--- src/rtl/fp_axis_pkg.sv ---
// Shared types for the fp32 operand streaming slice.
//   FP32_W          fp32 bit-pattern width
//   fp32_t          one fp32 operand/result (raw bits, never interpreted)
//   operand_pair_t  {a,b} pair as queued toward the adder/multiplier IP
//   issue_state_t   operand issue FSM states
package fp_axis_pkg;

  localparam int unsigned FP32_W = 32;

  typedef logic [FP32_W-1:0] fp32_t;

  typedef struct packed {
    fp32_t a;
    fp32_t b;
  } operand_pair_t;

  typedef enum logic {
    IDLE = 1'b0,
    SEND = 1'b1
  } issue_state_t;

endpackage

--- src/rtl/sync_fifo.sv ---
// Single-clock FIFO with occupancy count.
//   clk, rst_n        clock, synchronous active-low reset (pointers/count only)
//   wr_en, wr_data    push; ignored while full, even if a pop happens that cycle
//   rd_en, rd_data    pop; rd_data always shows the current head entry
//   full, empty       status
//   count             occupancy 0..DEPTH
module sync_fifo #(
  parameter int unsigned W      = 64,
  parameter int unsigned DEPTH  = 8,
  parameter int unsigned ADDR_W = 3
) (
  input  logic              clk,
  input  logic              rst_n,
  input  logic              wr_en,
  input  logic [W-1:0]      wr_data,
  input  logic              rd_en,
  output logic [W-1:0]      rd_data,
  output logic              full,
  output logic              empty,
  output logic [ADDR_W:0]   count
);

  logic [W-1:0]      mem [DEPTH];
  logic [ADDR_W-1:0] wr_ptr;
  logic [ADDR_W-1:0] rd_ptr;
  logic              wr_ok;
  logic              rd_ok;

  assign full    = (count == (ADDR_W+1)'(DEPTH));
  assign empty   = (count == '0);
  assign wr_ok   = wr_en && !full;
  assign rd_ok   = rd_en && !empty;
  assign rd_data = mem[rd_ptr];

  always_ff @(posedge clk) begin
    if (!rst_n) begin
      wr_ptr <= '0;
      rd_ptr <= '0;
      count  <= '0;
    end else begin
      if (wr_ok) wr_ptr <= wr_ptr + 1'b1;
      if (rd_ok) rd_ptr <= rd_ptr + 1'b1;
      count <= count + (ADDR_W+1)'(wr_ok) - (ADDR_W+1)'(rd_ok);
    end
  end

  // Storage carries no reset; contents are only visible once counted valid.
  always_ff @(posedge clk) begin
    if (wr_ok) mem[wr_ptr] <= wr_data;
  end

endmodule

--- src/rtl/fp_axis_operand_master.sv ---
// AXI-stream initiator feeding (a,b) operand pairs to the fp32 adder/multiplier
// IP and collecting its results.
//   op_wr_en/op_a/op_b            push a pair into the operand FIFO
//   op_full/op_count              FIFO status
//   m_axis_a_*/m_axis_b_*         operand streams, tlast every BURST_LEN pairs
//   s_axis_result_*               result stream from the IP
//   res_valid/res_data/res_last   one-entry result register, freed by res_ack
//   outstanding                   pairs issued but not yet returned
//   err_tlast                     sticky result framing / underflow error
module fp_axis_operand_master
  import fp_axis_pkg::*;
#(
  parameter int unsigned DATA_W    = FP32_W,
  parameter int unsigned DEPTH     = 8,
  parameter int unsigned ADDR_W    = 3,
  parameter int unsigned BURST_LEN = 9,
  parameter int unsigned MAX_OUTST = 16
) (
  input  logic                         clk,
  input  logic                         rst_n,
  input  logic                         op_wr_en,
  input  logic [DATA_W-1:0]            op_a,
  input  logic [DATA_W-1:0]            op_b,
  output logic                         op_full,
  output logic [ADDR_W:0]              op_count,
  output logic                         m_axis_a_tvalid,
  input  logic                         m_axis_a_tready,
  output logic [DATA_W-1:0]            m_axis_a_tdata,
  output logic                         m_axis_a_tlast,
  output logic                         m_axis_b_tvalid,
  input  logic                         m_axis_b_tready,
  output logic [DATA_W-1:0]            m_axis_b_tdata,
  output logic                         m_axis_b_tlast,
  input  logic                         s_axis_result_tvalid,
  output logic                         s_axis_result_tready,
  input  logic [DATA_W-1:0]            s_axis_result_tdata,
  input  logic                         s_axis_result_tlast,
  output logic                         res_valid,
  output logic [DATA_W-1:0]            res_data,
  output logic                         res_last,
  input  logic                         res_ack,
  output logic [$clog2(MAX_OUTST):0]   outstanding,
  output logic                         err_tlast
);

  localparam int unsigned OUT_W  = $clog2(MAX_OUTST) + 1;
  localparam int unsigned BEAT_W = (BURST_LEN > 1) ? $clog2(BURST_LEN) : 1;
  localparam logic [BEAT_W-1:0] LAST_BEAT = BEAT_W'(BURST_LEN - 1);

  issue_state_t         state;
  issue_state_t         state_next;
  logic [2*DATA_W-1:0]  head;
  logic                 fifo_empty;
  logic                 done_a;
  logic                 done_b;
  logic                 hs_a;
  logic                 hs_b;
  logic                 pair_done;
  logic                 more_ready;
  logic                 capture;
  logic                 dec;
  logic [OUT_W-1:0]     out_next;
  logic [BEAT_W-1:0]    beat;
  logic [BEAT_W-1:0]    rcount;

  sync_fifo #(
    .W      (2 * DATA_W),
    .DEPTH  (DEPTH),
    .ADDR_W (ADDR_W)
  ) u_fifo (
    .clk     (clk),
    .rst_n   (rst_n),
    .wr_en   (op_wr_en),
    .wr_data ({op_a, op_b}),
    .rd_en   (pair_done),
    .rd_data (head),
    .full    (op_full),
    .empty   (fifo_empty),
    .count   (op_count)
  );

  assign hs_a      = m_axis_a_tvalid && m_axis_a_tready;
  assign hs_b      = m_axis_b_tvalid && m_axis_b_tready;
  assign pair_done = (state == SEND) && (done_a || hs_a) && (done_b || hs_b);

  assign s_axis_result_tready = !res_valid || res_ack;
  assign capture  = s_axis_result_tvalid && s_axis_result_tready;
  // A stray result with nothing in flight must not wrap the counter.
  assign dec      = capture && (outstanding != '0);
  assign out_next = outstanding + OUT_W'(pair_done) - OUT_W'(dec);

  // Stay in SEND without a bubble only if a pair remains after this pop.
  assign more_ready = (op_count > (ADDR_W+1)'(1)) && (out_next < OUT_W'(MAX_OUTST));

  always_ff @(posedge clk) begin
    if (!rst_n) state <= IDLE;
    else        state <= state_next;
  end

  always_comb begin
    state_next = state;
    case (state)
      IDLE:    if (!fifo_empty && (outstanding < OUT_W'(MAX_OUTST))) state_next = SEND;
      SEND:    if (pair_done && !more_ready) state_next = IDLE;
      default: state_next = IDLE;
    endcase
  end

  // Head data is presented for the whole SEND phase, so a channel that
  // finished early keeps stable data while the other one is still waiting.
  always_comb begin
    m_axis_a_tvalid = 1'b0;
    m_axis_b_tvalid = 1'b0;
    m_axis_a_tdata  = '0;
    m_axis_b_tdata  = '0;
    m_axis_a_tlast  = 1'b0;
    m_axis_b_tlast  = 1'b0;
    if (state == SEND) begin
      m_axis_a_tvalid = !done_a;
      m_axis_b_tvalid = !done_b;
      m_axis_a_tdata  = head[2*DATA_W-1:DATA_W];
      m_axis_b_tdata  = head[DATA_W-1:0];
      m_axis_a_tlast  = (beat == LAST_BEAT);
      m_axis_b_tlast  = (beat == LAST_BEAT);
    end
  end

  always_ff @(posedge clk) begin
    if (!rst_n) begin
      done_a      <= 1'b0;
      done_b      <= 1'b0;
      beat        <= '0;
      outstanding <= '0;
    end else begin
      outstanding <= out_next;
      if (pair_done) begin
        done_a <= 1'b0;
        done_b <= 1'b0;
        beat   <= (beat == LAST_BEAT) ? '0 : beat + 1'b1;
      end else begin
        if (hs_a) done_a <= 1'b1;
        if (hs_b) done_b <= 1'b1;
      end
    end
  end

  always_ff @(posedge clk) begin
    if (!rst_n) begin
      res_valid <= 1'b0;
      res_data  <= '0;
      res_last  <= 1'b0;
      rcount    <= '0;
      err_tlast <= 1'b0;
    end else begin
      if (capture) begin
        res_valid <= 1'b1;
        res_data  <= s_axis_result_tdata;
        res_last  <= s_axis_result_tlast;
        rcount    <= (rcount == LAST_BEAT) ? '0 : rcount + 1'b1;
        if ((outstanding == '0) || (s_axis_result_tlast != (rcount == LAST_BEAT)))
          err_tlast <= 1'b1;
      end else if (res_ack) begin
        res_valid <= 1'b0;
      end
    end
  end

endmodule

--- config.mk ---
export PLATFORM = sky130hd
export DESIGN_NAME = fp_axis_operand_master
export DESIGN_NICKNAME = d
export VERILOG_FILES = /design/src/rtl/fp_axis_pkg.sv /design/src/rtl/sync_fifo.sv /design/src/rtl/fp_axis_operand_master.sv
export SDC_FILE = /design/constraint.sdc
export NUM_CORES = 1
export LEC_CHECK = 0
export ABC_AREA = 1
export CAP_MARGIN = 30
export CORE_AREA = 2 2 296 298
export CTS_BUF_LIST = sky130_fd_sc_hd__clkbuf_4 sky130_fd_sc_hd__clkbuf_8
export CTS_CLUSTER_DIAMETER = 30
export DETAILED_ROUTE_END_ITERATION = 10
export DIE_AREA = 0 0 298 300
export HOLD_SLACK_MARGIN = 0.1
export MAX_ROUTING_LAYER = met4
export PLACE_DENSITY = 0.48
export SLEW_MARGIN = 20
export SYNTH_ARGS = -nofsm -noshare
export SYNTH_HDL_FRONTEND = slang
export SYNTH_HIERARCHICAL = 1
export SYNTH_SLANG_ARGS = --single-unit
--- constraint.sdc ---
create_clock -name clk -period 4.73 [get_ports clk]
set_input_delay 0.946 -clock clk [delete_from_list [all_inputs] [get_ports clk]]
set_output_delay 0.946 -clock clk [all_outputs]
set_load 0.01 [all_outputs]
==> results summary, run 1 <==
The flow ran to the end, and the final reports show no timing, DRC or antenna violations. The setup TNS is 0 ns. The floorplan row count came out at 108. The post-cts gate resize count is 0. The clock arrives with 0.0357 ns of skew.

The worst path arrival time is 3.25 ns. The total instance count after detailed placement came out at 4025. Summing the sequential cell areas from Yosys gives 65.0% of the chip area. The slew at the pin closest to its max-slew limit came out at 0.906 ns.

Headroom to the max-slew limit came out at 39.6%. The post-synthesis simple-gate area fraction came out at 21.0%. After clock tree synthesis, the setup repair step added 0 buffers. The peak-usage layer in the global routing report is met2.

The number of fill cells came out at 8783. The combined area of all synthesized cells is 0.0256 mm². The die is 300 µm tall.

The biggest area contributor in the post-synthesis netlist is edfxtp_1. The number of vias in the routed layout came out at 17900. The multiplexer area fraction after synthesis came out at 0%. In the final layout, the share of cells above drive strength 1 is 9.42%. The average routed wire per standard cell came out at 15.6 µm.

The number of cells in the finished layout apart from fillers came out at 4308. Summing all placed instances gives a cell area of 0.0291 mm². By instance count, the leading cell after synthesis is nand2_1. The area overhead of the layout relative to synthesis is 26.8%.

The worst slack after detailed placement is 1.08 ns. Of all flip-flops after synthesis, the portion carrying an async set or reset was 0%. The number of detailed-routing iterations run before antenna repair is 4.

The final number of hold-violating endpoints came out at 0. The horizontal die dimension is 298 µm. For this block, the initial DRC count from the detailed router was 874.

The antenna violation net count after detailed routing is 0. Setup repair after global routing left no endpoint under its margin. Measured on the finished design, the core utilization comes to 37.7%. Among all flip-flop cells after synthesis, the most frequent one is edfxtp_1.

The H-tree level count came out at 4. The sequential cell area is 0.0167 mm². Sorting the synthesized cells by area gives the leading types as edfxtp_1 (60%), nand2_1 (14%), inv_1 (9.1%).

STA classifies the critical path endpoint as an output port. After routing the design area is 0.0325 mm². Summed over all cells, the static leakage comes to 14.7 nW.

At the later pin of the worst-skew pair, clock insertion delay measures 0.76 ns. STA classifies the critical path startpoint as a register. The synthesized area divided by synthesized cell count is 9.36 µm².

The setup violation total in the final timing report is 0. The worst setup path is of the reg -> out kind. Hold is met by 0.462 ns.

The tool flagged a number of max-cap violations equal to 0. For this run, the top clock speed supported by timing is 238 MHz. Wires add up to 67.4 mm. The total power is 15.1 mW. For this run, global-route usage on met3 was measured as 4.64%. The detailed-placement wirelength estimate is 36.3 mm. The number of nets in the layout came out at 3143.

In this run the worst hold path is classified as reg -> reg. For this configuration, the core starts out at a cell density of 29.7%. The hold-critical path depth is 2. The number of hold buffers added after CTS was 0.

In this run the critical register-to-register path is launched from state$_SDFF_PN0_. The dominant combinational cell family by area after synthesis is simple AND/OR/NAND/NOR gates. The destination of the worst hold path is err_tlast$_SDFFE_PN0P_.

The maximum buffer depth of the clock tree is 3. The pin count of the biggest net entering global routing is 112. The count of different cell masters after synthesis came out at 28. The fraction of post-synthesis cell area in the top cell type by area came out at 60.0%. The via-per-instance ratio came out at 4.15.

The max-slew violation count came out at 0. The number of antenna violations at the first check in global routing is 12. The data required time at the worst endpoint came out at 3.78 ns. The length in cells of the worst reg-to-reg path came out at 12. TritonCTS built the clock tree. The power density over the cells came out at 465 mW/mm².

The largest vdd supply drop came out at 260 µV. The endpoint identified for the worst register-to-register timing path is u_fifo/count[2]$_SDFF_PN0_. The TritonCTS buffer count came out at 148. The via count of the first global-routing pass came to 17900. The complex-gate fraction of the synthesized area is 1.14%. Across all setup checks in the final design, the least slack found is 0.530 ns. In this run, synthesis produced a sequential element count of 576. In this run the most critical hold path is launched from err_tlast$_SDFFE_PN0P_. The setup slack on the worst flop-to-flop path is 1.66 ns. The number of top-level pins is 218. The residual DRC count came out at 0. The synthesized netlist devotes 0.987% of its cell area to adder and majority cells. The register clock-pin slew on the reported worst setup and hold paths came out at 0.05 ns. The post-synthesis xor/xnor area fraction is 0.0684%. The global-route usage over all layers is 15.7%. The critical-path maximum fanout came out at 31.

The met1 routing resource usage after global routing is 19.7%. The aggregate global routing overflow is 0. The Yosys warning count is 6. The number of nets handed over by synthesis was 2859. The root buffer cell chosen for the clock tree is clkbuf_8. The global placement routability congestion is 0.712.

The minimum clock period came out at 4.20 ns. The met2 track demand over resource is 24.1%. The synthesized netlist cell count is 2736. The number of enable-type register cells in the synthesized netlist came out at 512.

Summing all multi-input logic gate instances after layout gives 0.00601 mm². The number of clock sinks seen by CTS is 576. The area of the core is 0.0862 mm².

The full die area is 0.0894 mm². The count of input and output buffers came out at 217. Ranked by instance count, the synthesized netlist is headed by nand2_1 (953), inv_1 (622), edfxtp_1 (512).

The first global-routing pass estimated 105 mm of wire. The final critical-path share of the clock period came out at 88.8%.
==> power breakdown <==
group | switching (mW) | internal [mW] | total [mW]
clock | 2.55 | 4.31 | 6.85
sequential | 0.202 | 5.89 | 6.09
combinational | 1.29 | 0.889 | 2.17
==> flip-flops by register name, summed over array words and instances, names as in the netlist, named ones only <==
register and flops:
rcount 4, beat 4, res_last 1, state 1, u_fifo/rd_ptr 3, u_fifo/count 4, done_a 1, u_fifo/wr_ptr 3
done_b 1, res_valid 1, err_tlast 1, outstanding 5, res_data 32, u_fifo/mem 512
==> area by class of cell <==
class                   count  share of cell area, %
well taps                1155                   4.45
multi-input cells        1416                   18.5
diodes                     12                 0.0924
repair buffers            252                   8.15
inverters                 626                   7.28
flip-flops and latches    576                   51.3
clock inverters            93                   3.22
clock buffers             178                   6.98
==> cells by family (layout without fill, tap and decap cells) <==
family | count (synthesis) | in the layout
AND/OR/NAND/NOR | 1338 | 1338
buffers and inverters | 744 | 1149
other | 0 | 12
flip-flops | 576 | 576
XOR/XNOR | 2 | 2
AO/OA/AOI/OAI | 57 | 57
adder cells (fa/ha/maj) | 19 | 19
==> placed cells by master (no fill, tap or decap), types with 2 or more instances in the layout <==
cell type,Yosys,final
ha_1,17,17
a21boi_0,2,2
o21ai_0,40,40
nand3b_1,2,2
inv_2,4,2
nand3_1,274,274
dfxtp_1,64,60
clkinv_8,0,4
diode_2,0,12
inv_8,0,3
fa_1,2,2
a21oi_1,13,13
dfxtp_4,0,4
inv_12,0,3
clkinv_1,0,30
clkdlybuf4s50_1,0,217
clkbuf_4,0,29
nor2_1,104,96
buf_4,28,18
inv_6,0,5
inv_1,622,621
nor2_4,1,9
buf_12,0,17
clkbuf_8,0,149
nand2_1,953,953
edfxtp_1,512,512
clkinv_2,0,26
clkinvlp_4,0,5
bufinv_16,0,20
==> worst max-delay path by stage <==
stage	start	end	cells past startpoint	slack, ns
global route	register	m_axis_b_tdata[19]	9	0.21
floorplan	op_wr_en	u_fifo/mem[0][0]$_DFFE_PP_	3	0.06
CTS	register	m_axis_b_tdata[15]	7	0.36
global placement	op_wr_en	u_fifo/mem[2][39]$_DFFE_PP_	5	1.10
detailed placement	op_wr_en	u_fifo/mem[2][39]$_DFFE_PP_	5	1.08
finish	register	m_axis_b_tdata[19]	7	0.53
==> worst max-delay path, stage by stage (launching register included) <==
cell             delay, ns
dfxtp_4               0.69
clkinv_2              0.51
buf_4                 0.37
nand2_1               0.09
nand2_1               0.15
nand2_1               0.11
inv_1                 0.06
clkdlybuf4s50_1       0.50
==> layer usage <==
metal	vias up	wire, µm
met2	404	30800
met1	8267	30800
met5	-	0
met4	0	1370
li1	9077	-
met3	117	4390
(Power assumes the default switching activity.)
==> run 2, diff against run 1 <==
- CELL_PAD_IN_SITES_DETAIL_PLACEMENT: unset -> 1
- CELL_PAD_IN_SITES_GLOBAL_PLACEMENT: unset -> 1
- GPL_ROUTABILITY_DRIVEN: unset -> 1
- PLACE_DENSITY: 0.48 -> 0.59
- SKIP_CTS_REPAIR_TIMING: unset -> 1
==> results summary, run 2 (synthesis gave the netlist of run 1 again) <==
The area overhead of the layout relative to synthesis came out at 27.8% (was 26.8%). The maximum buffer depth of the clock tree is 3 (unchanged). Result of the run: complete, no violations (unchanged). Critical-path cell list: buf_12, nand2_1, nand3_1, nand2_1, nand2_1, nand2_1, nand2_1, inv_1, clkdlybuf4s50_1 (was clkinv_2, buf_4, nand2_1, nand2_1, nand2_1, inv_1, clkdlybuf4s50_1). The via count of the first global-routing pass came out at 20600 (was 17900). The antenna violation net count after detailed routing came out at 0 (unchanged).

The data required time at the worst endpoint was 3.78 ns (about the same). The max-capacitance violation count is 0 (unchanged). The slew at the pin closest to its max-slew limit is 1.07 ns (was 0.906 ns). The number of top-level pins came out at 218 (unchanged). The layout cell share with drive strength beyond 1 came to 10.1% (was 9.42%). The full die area is 0.0894 mm² (unchanged).

The headroom to the max-slew limit is 28.5% (was 39.6%). The most frequent standard cell in the layout excluding fill and tap cells was nand2_1 (unchanged). The top register by number of flip-flops was u_fifo/mem (unchanged). The total power is 15.4 mW (was 15.1 mW). The count of buffer and inverter cells on the critical path is 3 (was 4). The leakage power came out at 14.9 nW (was 14.7 nW). The pin count of the biggest net entering global routing came out at 209 (was 112).

The TritonCTS buffer count is 154 (was 148). The largest vdd supply drop came out at 264 µV (was 260 µV). The global-route usage over all layers came out at 17.3% (was 15.7%). The aggregate global routing overflow is 0 (unchanged).

The critical-path maximum fanout came out at 208 (was 31). The post-detailed-routing wire length is 74.2 mm (was 67.4 mm). The register clock-pin slew on the reported worst setup and hold paths came out at 0.05 ns (about the same). The detailed-placement wirelength estimate is 44.0 mm (was 36.3 mm). The flip-flop count of the largest register, all copies and words added is 512 (unchanged). The floorplan row count came out at 108 (unchanged).

The number of clock sinks seen by CTS came out at 576 (unchanged). The later-pin clock latency in the skew report came out at 0.79 ns (was 0.76 ns). The total instance count after detailed placement is 4032 (was 4025). The part of the power in the clock network is 46.0% (was 45.3%). Registers with the highest flip-flop counts: u_fifo/mem (512), res_data (32), outstanding (5) (unchanged). The path type of the worst min-delay path is reg -> reg (unchanged). The first-pass GRT wire length came to 116 mm (was 105 mm). The endpoint type of the worst setup path is an output port (unchanged). The number of vias in the routed layout is 18800 (was 17900). The residual DRC count came out at 0 (unchanged). Setup repair after global routing missed its margin: no (unchanged). The worst path arrival time came out at 3.24 ns (was 3.25 ns). The number of detailed-routing iterations run before antenna repair is 4 (unchanged). The sequential share of power is 39.4% (was 40.3%). The proportion of power drawn by combinational gates came out at 14.6% (was 14.4%). Highest-count cells in the layout ignoring fill and taps: nand2_1 (953), inv_1 (621), edfxtp_1 (512), nand3_1 (274), clkdlybuf4s50_1 (217) (unchanged).

The setup violation total in the final timing report came out at 0 (unchanged). The power density over the cells was 472 mW/mm² (was 465 mW/mm²). The cell family with the largest share of critical-path delay is buffers and inverters (unchanged). The CTS tree is yes (unchanged).

The minimum clock period is 4.19 ns (was 4.20 ns). The horizontal die dimension came to 298 µm (unchanged). The H-tree level count came out at 4 (unchanged). The delay contributed by the slowest stage of the critical path is 0.71 ns (was 0.69 ns). The most used cell along the critical path is nand2_1 (unchanged). The final critical-path share of the clock period came out at 88.6% (was 88.8%). The number of antenna violations at the first check in global routing came out at 6 (was 12). The cell with the biggest individual delay on the critical path is buf_12 (was dfxtp_4).

The global placement routability congestion is 0.764 (was 0.712). The area of the core came out at 0.0862 mm² (unchanged). The count of input and output buffers came out at 217 (unchanged). The average routed wire per standard cell was 17.2 µm (was 15.6 µm). The final number of hold-violating endpoints came out at 0 (unchanged).

The switching fraction of total power came out at 26.8% (was 26.7%). The max-slew violation count was 0 (unchanged). The internal power came out at 11.3 mW (was 11.1 mW). The number of nets in the layout came out at 3157 (was 3143). The achievable clock frequency came out at 239 MHz (was 238 MHz). The setup TNS is 0 ns (unchanged). The cell chosen for the clock root is clkbuf_8 (unchanged).

The number of cells in the finished layout apart from fillers came out at 4324 (was 4308). The height of the die is 300 µm (unchanged). The worst clock skew is 0.0329 ns (was 0.0357 ns). The total net switching power is 4.15 mW (was 4.03 mW). The violation count after the first detailed-route iteration is 728 (was 874). The initial core utilization came out at 29.7% (unchanged). The startpoint type of the worst setup path is a register (unchanged).

The critical path start-end classification is reg -> out (unchanged). The via-per-instance ratio is 4.35 (was 4.15).
-- run 2: changes by cell type in the layout (fill, tap and decap cells not counted), sizes merged --
cell,previous run,this run
buf,35,43
clkinv,60,58
diode,12,5
clkinvlp,5,12
clkbuf,178,188
-- run 2: path summary, 6_finish.rpt --
check / from / depth (start not counted) / endpoint / slack (ns)
max reg2reg: state$_SDFF_PN0_ / 12 / u_fifo/count[2]$_SDFF_PN0_ / 1.77
min reg2reg: err_tlast$_SDFFE_PN0P_ / 2 / err_tlast$_SDFFE_PN0P_ / 0.45
max: register / 9 / m_axis_b_tdata[17] / 0.54
min: err_tlast$_SDFFE_PN0P_ / 2 / err_tlast$_SDFFE_PN0P_ / 0.45
-- run 2: per-stage QoR --
stage / setup slack, ns / hold slack, ns / util (%) / instance area [µm²]
3_5_place_dp: 1.19 / 0.441 / 33.9 / 29200
6_report: 0.540 / 0.447 / 38.0 / 32800
2_1_floorplan: 0.0632 / 0.450 / - / 25600
4_1_cts: 0.408 / 0.449 / 38.0 / 32700
3_3_place_gp: 1.21 / 0.446 / 33.9 / 29200
5_1_grt: 0.312 / 0.463 / 38.0 / 32800
-- run 2: layout make-up --
type / count / area [µm²]
diodes: 5 / 12.5
clock buffers: 188 / 2430
clock inverters: 98 / 1040
fillers: 9928 / 53500
inverters: 626 / 2360
multi-input cells: 1416 / 6010
flip-flops and latches: 576 / 16700
well taps: 1155 / 1450
repair buffers: 260 / 2780
-- run 2: power groups by stage --
stage,sequential (mW),clock (mW),combinational [mW]
after floorplan,6.11,0,1.19
final,6.09,7.11,2.26
after global routing,6.12,7.58,2.55
after CTS,6.10,7.30,2.33
after global placement,6.17,0,2.27
after detailed placement,6.19,0,2.32
-- run 2: tightest hold or removal path: cells and delay by family (launching register included) --
family	cells	cell delay, ns
compound gates	1	0.05
buf+inv	1	0.04
flops	1	0.30
-- run 2: per-layer routing --
metal / routed length, µm / GRT usage (%)
met1: 32400 / 19.9
met2: 37300 / 29.6
met3: 3190 / 4.37
met4: 1300 / 5.29
met5: 0 / -
==> run 3, diff against run 2 <==
- CORE_AREA: 2 2 296 298 -> 2 2 260 262
- DIE_AREA: 0 0 298 300 -> 0 0 262 264
- PLACE_DENSITY: 0.59 -> 0.65
- SYNTH_HIERARCHICAL: 1 -> unset
==> results summary, run 3 <==
Result of the run: complete, no violations (unchanged). The post-detailed-routing wire length was 61.6 mm (was 74.2 mm). The cell chosen for the clock root is clkbuf_8 (unchanged). The number of enable-type register cells in the synthesized netlist is 512 (unchanged). The later-pin clock latency in the skew report came out at 0.77 ns (was 0.79 ns). The delay contributed by the slowest stage of the critical path is 0.90 ns (was 0.71 ns). The number of nets in the layout came out at 2410 (was 3157).

The sequential cell area was 0.0167 mm² (about the same). The combined area of all synthesized cells came out at 0.0230 mm² (was 0.0256 mm²). The final critical-path share of the clock period came out at 93.1% (was 88.6%). The number of antenna violations at the first check in global routing came out at 3 (was 6). The detailed-placement wirelength estimate is 33.4 mm (was 44.0 mm).

The total power is 14.9 mW (was 15.4 mW). The violation count after the first detailed-route iteration came out at 786 (was 728). The CTS tree is yes (unchanged). The count of state elements after synthesis came to 576 (unchanged). The number of clock sinks seen by CTS is 576 (unchanged). The register clock-pin slew on the reported worst setup and hold paths came out at 0.05 ns (about the same). The count of buffer and inverter cells on the critical path came out at 2 (was 3). The number of fill cells is 7123 (was 9928). The layout cell share with drive strength beyond 1 came out at 11.2% (was 10.1%).

The flip-flop count of the largest register, all copies and words added is 512 (unchanged). The power density over the cells is 510 mW/mm² (was 472 mW/mm²). The startpoint type of the worst setup path is a register (unchanged). The final number of hold-violating endpoints came out at 0 (unchanged). The number of top-level pins came out at 218 (unchanged). The fraction of post-synthesis cell area in the top cell type by area came out at 66.8% (was 60.0%).

The most frequent cell after synthesis is nor2_1 (was nand2_1). The antenna violation net count after detailed routing came to 0 (unchanged). The largest vdd supply drop is 245 µV (was 264 µV).

The slew at the pin closest to its max-slew limit is 0.900 ns (was 1.07 ns). The max-capacitance violation count was 0 (unchanged). The most used cell along the critical path is nor2_1 (was nand2_1). The count of input and output buffers is 217 (unchanged). The setup TNS is 0 ns (unchanged). The synthesized netlist net count came to 2137 (was 2859). The maximum buffer depth of the clock tree came to 3 (unchanged). The global placement routability congestion came out at 0.725 (was 0.764). Highest-count cells in the layout ignoring fill and taps: nor2_1 (662), edfxtp_1 (512), o21ai_0 (245), clkdlybuf4s50_1 (217), clkbuf_8 (139) (was nand2_1 (953), inv_1 (621), edfxtp_1 (512), nand3_1 (274), clkdlybuf4s50_1 (217)). The area occupied by multi-input gates came out at 0.00564 mm² (was 0.00601 mm²).

The cell family with the largest share of critical-path delay is buffers and inverters (unchanged). The minimum clock period came to 4.40 ns (was 4.19 ns). The critical path start-end classification is reg -> out (unchanged).

The aggregate global routing overflow is 0 (unchanged). The floorplan row count came out at 95 (was 108). The global-route usage over all layers was 18.6% (was 17.3%). The area overhead of the layout relative to synthesis is 26.8% (was 27.8%). The cell with the biggest individual delay on the critical path was dfxtp_4 (was buf_12). The Yosys warning count was 0 (was 6). The critical-path maximum fanout came out at 93 (was 208). The data required time at the worst endpoint is 3.78 ns (about the same).

The height of the die is 264 µm (was 300 µm). The synthesized netlist cell count is 2013 (was 2736). Registers with the highest flip-flop counts: u_fifo.mem (512), res_data (32), outstanding (5) (was u_fifo/mem (512), res_data (32), outstanding (5)).

The initial core utilization is 34.6% (was 29.7%). The residual DRC count is 0 (unchanged). The sequential cell area fraction in the yosys report is 72.3% (was 65.0%). The via-per-instance ratio came to 4.85 (was 4.35). The share of synthesized registers carrying an async set or reset was 0% (unchanged).

The worst path arrival time is 3.46 ns (was 3.24 ns). The H-tree level count came to 4 (unchanged). The most frequent standard cell in the layout excluding fill and tap cells is nor2_1 (was nand2_1). The post-synthesis cell type with the largest combined area is edfxtp_1 (unchanged). The synthesized area divided by synthesized cell count is 11.4 µm² (was 9.36 µm²). The count of different cell masters after synthesis came out at 26 (was 28). Leading cell types by count after synthesis: nor2_1 (670), edfxtp_1 (512), o21ai_0 (245) (was nand2_1 (953), inv_1 (622), edfxtp_1 (512)).

Critical-path cell list: buf_12, nor2_1, nor2_1, o21ai_0, o21ai_1, nor2_1, nor2_1, clkdlybuf4s50_1 (was buf_12, nand2_1, nand3_1, nand2_1, nand2_1, nand2_1, nand2_1, inv_1, clkdlybuf4s50_1). The pin count of the biggest net entering global routing came out at 96 (was 209). Setup repair after global routing missed its margin: no (unchanged). The top register by number of flip-flops is u_fifo.mem (was u_fifo/mem).

The leakage power is 10.2 nW (was 14.9 nW). The most common flop cell mapped by yosys is edfxtp_1 (unchanged). The first-pass GRT wire length is 95.2 mm (was 116 mm). The number of vias in the routed layout came out at 15800 (was 18800). The TritonCTS buffer count came to 135 (was 154). The headroom to the max-slew limit is 40.0% (was 28.5%). The horizontal die dimension is 262 µm (was 298 µm). The setup violation total in the final timing report is 0 (unchanged). The via count of the first global-routing pass is 17200 (was 20600). The path type of the worst min-delay path was reg -> reg (unchanged). The endpoint type of the worst setup path is an output port (unchanged).

Largest cells by area after synthesis: edfxtp_1 (67%), nor2_1 (11%), dfxtp_1 (5.6%) (was edfxtp_1 (60%), nand2_1 (14%), inv_1 (9.1%)). The max-slew violation count came to 0 (unchanged). The utilization after layout came to 43.9% (was 38.0%). The achievable clock frequency came out at 227 MHz (was 239 MHz). The full die area came out at 0.0692 mm² (was 0.0894 mm²). The average routed wire per standard cell is 18.9 µm (was 17.2 µm). The number of detailed-routing iterations run before antenna repair came out at 5 (was 4). The area of the core came to 0.0666 mm² (was 0.0862 mm²). The worst clock skew is 0.0286 ns (was 0.0329 ns).
run 3: power breakdown:
| part | internal, mW | switching [mW] | total (mW) |
|---|---|---|---|
| Combinational | 1.00 | 1.54 | 2.54 |
| Clock | 3.91 | 2.41 | 6.32 |
| Sequential | 5.90 | 0.140 | 6.05 |
| Total | 10.8 | 4.08 | 14.9 |
run 3: metal layers:
metal,vias up,global-route usage (%),wire (µm)
met1,7858,21.9,26300
met5,-,-,0
met3,90,5.96,3830
li1,7547,-,-
met4,0,6.23,1070
met2,347,29.9,30400
run 3: worst paths after layout:
path | from | to | slack (ns) | depth (start not counted)
max | register | m_axis_b_tdata[30] | 0.33 | 8
min | err_tlast$_SDFFE_PN0P_ | err_tlast$_SDFFE_PN0P_ | 0.47 | 2
max reg2reg | u_fifo.count[2]$_SDFF_PN0_ | u_fifo.mem[6][50]$_DFFE_PP_ | 2.17 | 8
min reg2reg | err_tlast$_SDFFE_PN0P_ | err_tlast$_SDFFE_PN0P_ | 0.47 | 2
run 3: cell families after synthesis:
group | count (synthesis) | synth area share (%)
XOR/XNOR | 4 | 0.152
AO/OA/AOI/OAI | 386 | 8.43
adder cells (fa/ha/maj) | 20 | 1.15
buffers and inverters | 164 | 3.40
flip-flops | 576 | 72.3
AND/OR/NAND/NOR | 863 | 14.5
run 3: worst reg2reg max path: stages (launching register included):
cell,delay (ns)
dfxtp_1,0.33
inv_1,0.08
ha_1,0.19
nand2_1,0.08
nand2_1,0.14
inv_1,0.14
nand2_1,0.27
nor2_4,0.17
buf_4,0.70
run 3: stage by stage:
| step | hold slack, ns | cells | worst slack, ns | area (µm²) |
|---|---|---|---|---|
| finish | 0.473 | 3267 | 0.327 | 29200 |
| global route | 0.492 | 3267 | 0.0500 | 29200 |
| CTS | 0.481 | 3264 | 0.213 | 29200 |
| detailed placement | 0.467 | 3022 | 1.07 | 26200 |
| global placement | 0.453 | 3021 | 0.997 | 26200 |
| floorplan | 0.463 | 2013 | 0.304 | 23000 |
run 3: final cells by class:
class / instances / area share, %
Multi-Input combinational cell: 1273 / 19.3
Clock inverter: 90 / 3.34
Timing Repair Buffer: 254 / 8.99
Antenna cell: 3 / 0.0257
Sequential cell: 576 / 57.1
Clock buffer: 152 / 6.89
Tap cell: 873 / 3.74
Inverter: 46 / 0.613
==> RTL change (flow settings as in run 2) <==
One comparison of `beat` changes from == to >=.
--- a/src/rtl/fp_axis_operand_master.sv
+++ b/src/rtl/fp_axis_operand_master.sv
@@ -136,7 +136,7 @@
       if (pair_done) begin
         done_a <= 1'b0;
         done_b <= 1'b0;
-        beat   <= (beat == LAST_BEAT) ? '0 : beat + 1'b1;
+        beat   <= (beat >= LAST_BEAT) ? '0 : beat + 1'b1;
       end else begin
         if (hs_a) done_a <= 1'b1;
         if (hs_b) done_b <= 1'b1;
Formal check against the unedited RTL: same outputs for any inputs over 4 cycles, from zero or initial values and one cycle with rst_n low; that may be too few to reach the edited logic, so the function may still have changed.
==> RTL change against run 2 <==
  * Clock power down 15%
  * Die area unchanged
  * Synthesized area about the same
  * Synthesized cell count about the same
  * Via count about the same
  * Worst hold slack better by 0.031 ns
  * Combinational power up 16%
  * Worst setup slack better by 0.068 ns
  * Non-clock buffer count down 6
  * Final area down 2.1%
  * Critical path type unchanged
  * Sequential cell count unchanged
  * Total power down 4.2%
  * Wire length down 0.97%
==> RTL change: results (changes against run 2) <==
[global_routing]
grt_pass1_vias=20795  ; +0.89%
grt_antenna_before_repair=9  ; +3
grt_max_degree=209  ; unchanged
grt_pass1_wl_um=115000  ; -0.89%
grt_usage_pct=17.1  ; -0.13 points

[logic_synthesis]
yosysWarnings=6  ; unchanged
syn_avg_cell_area_um2=9.37  ; +0.12%
postSynth.asyncResetShare_pct=0  ; unchanged
synth-seq-area-share_pct=65.0  ; about the same
syn_nets=2857  ; -0.070%
yosys.cell_types.count=29  ; +3.6%
synth_area_leaders=edfxtp_1 (60%), nand2_1 (14%), inv_1 (9.1%)
synth_common_cells=nand2_1 (946), inv_1 (623), edfxtp_1 (512), nand3_1 (271), nor2_1 (106)
synth_edf_count=512  ; unchanged
synthFlopType=edfxtp_1

[routing]
drt_iter0_markers=806  ; +11%
highest_layer=met4
via_count=18815  ; +0.096%
drt_first_pass_iters=4  ; unchanged
routed_wl_um=73500  ; -0.97%
route.met2.wl_um=36000  ; -3.6%
wl_met3_um=4290  ; +34%
routedLengthMet1_um=31100  ; -3.9%

[worst_setup_path]
worst-path-max-fanout=208  ; unchanged
critPathSlowestCell=buf_12
slowest_delay_ns=0.63  ; -0.08 ns
reg2reg_to=state
path_delay_family=buffers and inverters
reg2regPathDepth=15  ; +3
reg2reg_slack_ns=1.72  ; -0.05 ns
timing.rr.start=state
worst_ep_arrival_time_ns=3.18  ; -0.06 ns

[min_path]
holdPathStages=2  ; unchanged
min_path_type=reg2reg
hp-start=res_data[26]
min_to=res_data[26]

[outcome]
status=finished clean

[clock_tree]
numCtsBuffers=139  ; -9.7%
htreeDepth=4  ; unchanged
cts-root-buf=clkbuf_8
cts_max_path_buffers=3  ; unchanged
clk_latency_ns=0.78
clk_pin_slew_ns=0.05  ; about the same

[finish]
fillCellCount=9932  ; +0.040%
stdcell_count=4286  ; -0.88%
drive_above_1_share_pct=8.97  ; -1.2 points
final_nets=3134  ; -0.73%
reg_top3=u_fifo/mem: 512 flops, res_data: 32 flops, outstanding: 5 flops

[power_and_ir_drop]
ir_drop_mv=0.154  ; -42%
leakage_nw=14.6  ; -2.1%

[timing]
max_slew.worst_pin.slew_ns=1.16  ; +0.0852 ns
fin_worst_skew_ns=0.0353  ; +0.00244 ns
drv_slew=0  ; unchanged

[placed_design]
numPortBuffers=217  ; unchanged
gp_congestion=0.716  ; -6.2%
dp_hpwl_um=41100  ; -6.6%
placed_cells=4025  ; -0.17%

[RTL change: cell count changes after synthesis, moves of 2 or more]
cell,before,now
o21ai_0,40,36
nand3_1,274,271
nor2_1,104,106
nand2_1,953,946
o21ai_1,1,5
[RTL change: power breakdown]
group	internal, mW	switching [mW]	total (mW)
combinational	1.03	1.61	2.63
clock	3.66	2.41	6.07
sequential	5.90	0.197	6.09
total	10.6	4.21	14.8
[RTL change: worst max path at each step]
stage                               start            endpoint  slack (ns)  cells after the start
after global routing            flip-flop  m_axis_a_tdata[10]        0.37                      9
after CTS                       flip-flop   m_axis_b_tdata[3]        0.56                      9
after global placement    m_axis_b_tready               state        1.19                     16
after floorplan                  op_wr_en    u_fifo/mem[0][0]        0.06                      3
final                           flip-flop   m_axis_a_tdata[5]        0.61                      9
after detailed placement  m_axis_b_tready               state        1.19                     16
[RTL change: cell families (layout without fill, tap and decap cells)]
group,count (synthesis),count (layout),synth area share [%]
buf+inv,745,1133,11.8
fa+ha+maj,19,19,0.986
compound gates,59,59,1.21
flops,576,576,65.0
xor+xnor,3,3,0.103
simple gates,1332,1332,20.9
other cells,0,9,0
[RTL change: routing by layer]
layer	vias to the layer above	track usage, %
li1	9019	-
met1	9207	19.2
met2	436	29.1
met3	153	4.49
met4	0	7.06
met5	-	-
[RTL change: through the flow]
stage	hold WS (ns)	setup slack (ns)	area, µm²	util (%)
after floorplan	0.450	0.0632	25600	-
after global placement	0.462	1.19	29100	33.8
after detailed placement	0.481	1.19	29100	33.8
after CTS	0.488	0.556	32000	37.2
after global routing	0.516	0.372	32100	37.2
final	0.478	0.608	32100	37.2
[RTL change: layout make-up]
class,instances,share of cell area [%]
antenna,9,0.0702
clock buffer,166,6.68
clock inverter,86,2.36
inverter,627,7.36
multi-input combinational,1413,18.8
sequential,576,52.0
tap,1155,4.51
timing repair buffer,254,8.27
[RTL change: worst min-delay path, stage by stage, from the launching register on]
cell	delay [ns]
dfxtp_1	0.32
nor2_1	0.04
nor2_1	0.08
